==> src/rtl/result_reader_pkg.sv <==
// rtl/result_reader_pkg.sv - shared constants for the result FIFO drain path
//
// Purpose: FSM state encodings and word/byte geometry shared by
//          result_reader and its byte_shifter.
// Ports:   none (package).
package result_reader_pkg;

  // FSM state encodings
  localparam logic [1:0] ST_IDLE = 2'd0;
  localparam logic [1:0] ST_REQ  = 2'd1;
  localparam logic [1:0] ST_CAPT = 2'd2;
  localparam logic [1:0] ST_SEND = 2'd3;

  // Native width of the engine's result words and their packing into bytes
  localparam int RESULT_W       = 21;
  localparam int BYTES_PER_WORD = 3;
  localparam int PAD_W          = 24 - RESULT_W;

endpackage

==> src/rtl/result_reader_byte_shifter.sv <==
// rtl/result_reader_byte_shifter.sv - 24-bit load/shift register that presents one byte at a time
//
// Purpose: holds the word being transmitted, always presenting its top byte;
//          each shift moves the next byte up and advances the byte index.
// Ports:   clk, rst (async active-low), load/din (capture a new word, index=0),
//          shift (advance one byte), byte_out (current byte), last (index is
//          at the final byte of the word).
module byte_shifter
  import result_reader_pkg::*;
(
  input  logic        clk,
  input  logic        rst,
  input  logic        load,
  input  logic        shift,
  input  logic [23:0] din,
  output logic [7:0]  byte_out,
  output logic        last
);

  logic [23:0] sr;
  logic [1:0]  idx;

  always_ff @(posedge clk or negedge rst) begin
    if (!rst) begin
      sr  <= '0;
      idx <= '0;
    end else if (load) begin
      sr  <= din;
      idx <= '0;
    end else if (shift) begin
      sr  <= {sr[15:0], 8'h00};
      idx <= idx + 2'd1;
    end
  end

  assign byte_out = sr[23:16];
  assign last     = (idx == 2'(BYTES_PER_WORD - 1));

endmodule

==> src/rtl/result_reader.sv <==
// rtl/result_reader.sv - drains the result FIFO and streams each word as three bytes
//
// Purpose: consumer of a non-show-ahead FIFO (q valid the cycle after rdreq).
//          Each word is read, zero-extended to 24 bits and sent MSB first over
//          a valid/ready byte stream; word_count tallies fully delivered words.
// Ports:   clk, rst (async active-low), enable (allow starting a new word),
//          empty/q/rdreq (FIFO read side), tx_data/tx_valid/tx_ready (byte
//          stream), busy (not idle), word_count (words delivered, wraps).
module result_reader
  import result_reader_pkg::*;
#(
  parameter int DATA_W = RESULT_W,
  parameter int CNT_W  = 8
) (
  input  logic              clk,
  input  logic              rst,
  input  logic              enable,
  input  logic              empty,
  input  logic [DATA_W-1:0] q,
  output logic              rdreq,
  output logic [7:0]        tx_data,
  output logic              tx_valid,
  input  logic              tx_ready,
  output logic              busy,
  output logic [CNT_W-1:0]  word_count
);

  logic [1:0]  state;
  logic        hs;
  logic        last;
  logic [23:0] load_word;

  assign hs        = tx_valid && tx_ready;
  assign load_word = 24'(q);

  // All outputs decode from registered state, so tx_ready never reaches
  // tx_valid combinationally and everything reads 0 while in reset.
  assign rdreq    = (state == ST_REQ);
  assign tx_valid = (state == ST_SEND);
  assign busy     = (state != ST_IDLE);

  always_ff @(posedge clk or negedge rst) begin
    if (!rst) begin
      state      <= ST_IDLE;
      word_count <= '0;
    end else begin
      case (state)
        ST_IDLE: if (enable && !empty) state <= ST_REQ;
        ST_REQ:  state <= ST_CAPT;
        // q is valid this cycle; byte_shifter captures it on the closing edge
        ST_CAPT: state <= ST_SEND;
        ST_SEND: begin
          // enable is ignored here: a started word is always finished
          if (hs && last) begin
            word_count <= word_count + 1'b1;
            state      <= ST_IDLE;
          end
        end
        default: state <= ST_IDLE;
      endcase
    end
  end

  byte_shifter u_shifter (
    .clk      (clk),
    .rst      (rst),
    .load     (state == ST_CAPT),
    .shift    (hs),
    .din      (load_word),
    .byte_out (tx_data),
    .last     (last)
  );

endmodule

==> config.mk <==
export PLATFORM = sky130hd
export DESIGN_NAME = result_reader
export DESIGN_NICKNAME = d
export VERILOG_FILES = /design/src/rtl/result_reader_pkg.sv /design/src/rtl/result_reader_byte_shifter.sv /design/src/rtl/result_reader.sv
export SDC_FILE = /design/constraint.sdc
export NUM_CORES = 1
export LEC_CHECK = 0
export CAP_MARGIN = 15
export CORE_AREA = 4 4 85 71
export DETAILED_ROUTE_END_ITERATION = 6
export DIE_AREA = 0 0 89 75
export SLEW_MARGIN = 20
export SYNTH_ARGS = -nofsm -noshare
export SYNTH_HDL_FRONTEND = slang
export SYNTH_HIERARCHICAL = 1
export SYNTH_SLANG_ARGS = --single-unit
export TNS_END_PERCENT = 50
==> constraint.sdc <==
create_clock -name clk -period 1.3 [get_ports clk]
set_input_delay 0.195 -clock clk [delete_from_list [all_inputs] [get_ports clk]]
set_output_delay 0.195 -clock clk [all_outputs]
set_load 0.05 [all_outputs]
==> metrics, run 1 <==
GR Overflow Total=0; post-layout min period=1.43 ns; crit path DAT=1.61 ns; Die Span Y=75 um; # port buffers=44; most common flop cell mapped by yosys=dfrtp_1; failing checks=setup timing; post-synthesis cell area=0.00178 sq mm; depth of the worst register-to-register path=4; Post-DP HPWL=2640 um; RSZ-0062 raised after global routing=yes; Worst Hold Class=in -> async; f_max=697 MHz; max-slew violations=0; crit start category=flop; initial antenna violation count=0; Max clock buf depth=2; Worst-Skew Late Latency=0.29 ns; Post-synth top cells=dfrtp_1, nand2_1, mux2i_1, o21ai_0; top-area cell type share of the netlist area=50.5%; CP peak stage delay=0.39 ns; synth-to-layout area growth=62.4%; CTS buffer count=5; wire per inst=12.4 um; status=finished, violations left; Tot GR Track Use=12.0%; Pwr Density=2360 mW/mm^2; Initial Util=33.9%; Required @ worst endpoint=1.48 ns; CTS tree=done; sequential element share of the synthesized area=50.5%; net count reported at finish=261; via/cell ratio=4.50; Post-DP Area=0.00259 sq mm; Slowest cell on crit path=dfrtp_1; synth unique cells=26; CTS Root Cell=clkbuf_8; Leak=1.27 nW; Residual DRC=0; CORE AREA=0.00526 sq mm; Setup-failing EPs final=33; R2R Path End=state[1]$_DFFE_PN0P_; number of fill cells in the layout=433; post-detailed-routing wire length=3640 um; GP Congestion=0.730; top-count cell post-synth=dfrtp_1; worst hold margin=0.383 ns; worst vdd ir=1.15 mV; clock sinks=36; Vias=1323; Layout Skew=0.00864 ns; first-pass GRT wire length=6040 um; critical path capture point type=flop; vias in the first global route=1288; post-route setup slack=-0.135 ns; worst r2r src=state[0]$_DFFE_PN0P_; TritonRoute pass-1 iters=4; leading area contributor after synthesis=dfrtp_1; largest net degree at the start of global routing=32; FFs w/ async S/R, synth=100%; Final ANT Viol Nets=0; Worst setup startpoint=state[0]$_DFFE_PN0P_; final hold vios=0; post-route cell area=0.00290 sq mm; yosys warns=6; Clk pin slew, worst setup/hold paths=0.08 ns; synthesized netlist cell count=168; num ports=45; crit-path cells=inv_1 > ha_1 > a22oi_1 > mux2_2; n_diodes=0; fraction of layout cells with a size suffix above 1=31.0%; number of flops mapped to enable cells by yosys=0; Setup CP Type=reg -> reg; crit path to=state[1]$_DFFE_PN0P_; ranking of synthesized cells by area=dfrtp_1, mux2i_1, nand2_1, ha_1, buf_4; # Max-Cap Violations=0; Reg2Reg Setup Slack=-0.13 ns; DRT iter0 DRCs=38; period utilisation layout=110%; full die area=0.00668 sq mm; Rows=24; Avg Cell Area, Syn=10.6 sq um; die width=89 um; Seq cells post-synth=36; H-Tree Depth=2; crit path max fanout=3
[power by group]
part | leakage, nW | internal (mW) | total [mW] | switching (mW)
Combinational | 0.759 | 2.12 | 3.91 | 1.80
Sequential | 0.460 | 1.57 | 1.94 | 0.371
Clock | 0.0541 | 0.568 | 0.985 | 0.417
[cells in the final DEF, fill, tap and decap left out, types with 2 or more instances in the layout]
master	instances
buf_12	26
buf_4	10
buf_6	3
clkbuf_8	5
clkdlybuf4s50_1	24
conb_1	3
dfrtp_1	36
ha_1	3
ha_2	2
ha_4	2
inv_1	2
inv_2	2
mux2_2	2
mux2i_1	17
nand2_1	28
nand2b_1	8
nand2b_4	2
nand3_1	3
nor2_1	5
nor3_2	2
o21ai_1	19
o21ai_2	4
xnor2_1	2
xor2_1	5
[sequential cells by signal (all words and copies together) (netlist names)]
| name | cells |
|---|---|
| state | 2 |
| u_shifter/idx | 2 |
| u_shifter/sr | 24 |
| word_count | 8 |
[per-layer routing]
metal  wire (um)  GRT usage [%]  vias up
met1        1600           15.2      629
li1            -              -      668
met2        1800           19.1       21
met3         172           3.39        5
met5           0              0        -
met4          66           5.95        0
[worst min path at each step]
stage	from	slack, ns	endpoint
finish	rst	0.38	u_shifter/sr[3]$_DFFE_PN0P_
CTS	rst	0.39	u_shifter/sr[3]$_DFFE_PN0P_
global placement	rst	0.15	u_shifter/sr[11]$_DFFE_PN0P_
global route	rst	0.43	u_shifter/sr[23]$_DFFE_PN0P_
detailed placement	rst	0.16	u_shifter/sr[11]$_DFFE_PN0P_
floorplan	rst	-0.10	state[0]$_DFFE_PN0P_
[cell families after synthesis]
logic type	after synthesis	synth area share, %
AOI/OAI and AO/OA	26	7.65
xor gates and xnor gates	8	3.93
adders and majority gates	7	4.91
buffers and inverters	20	8.35
DFF	36	50.5
muxes	19	10.8
other	1	0.210
and+or+nand+nor	51	13.6
[repair_timing]
action	in CTS	in global routing
endpoints found under the hold margin	16	0
hold buffers	1	0
setup buffers	1	2
pin swaps	5	4
gates resized for setup	24	8
gates cloned	2	0
setup endpoints to repair	36	38
[area by class of cell]
class                           instances  area, sq um  area share (%)
Clock inverter                          3         42.5            1.47
Clock buffer                            5         68.8            2.38
Timing Repair Buffer                   67          945            32.6
Multi-Input combinational cell        114          842            29.1
Inverter                                4         15.0           0.519
Sequential cell                        36          901            31.1
Tap cell                               65         81.3            2.81
[metrics by stage]
stage	total power [mW]	instances	worst slack (ns)	util (%)	TNS, ns
after floorplan	4.01	170	-0.175	-	-2.74
after detailed placement	5.46	280	-0.198	49.3	-4.17
after global routing	7.27	294	-0.207	55.1	-5.30
after global placement	5.41	280	-0.184	49.3	-3.65
final	6.84	294	-0.135	55.1	-2.61
after CTS	6.77	292	-0.148	54.0	-3.14
[critical path: cells and delay by family (launching register included)]
| family | cells | cell delay (ns) |
|---|---|---|
| compound gates | 1 | 0.25 |
| fa+ha+maj | 1 | 0.23 |
| buf+inv | 1 | 0.09 |
| flops | 1 | 0.39 |
| mux | 1 | 0.36 |
Note: power is estimated with default switching activity, not from simulation.
==> run 2, diff against run 1 <==
--- a/config.mk
+++ b/config.mk
@@ -5,6 +5,7 @@
 export SDC_FILE = /design/constraint.sdc
 export NUM_CORES = 1
 export LEC_CHECK = 0
+export ABC_CLOCK_PERIOD_IN_PS = 1300
 export CAP_MARGIN = 15
 export CORE_AREA = 4 4 85 71
 export DETAILED_ROUTE_END_ITERATION = 6
==> results of run 2 <==
Same layout as run 1: the final DEF is identical, and so are final timing and power.
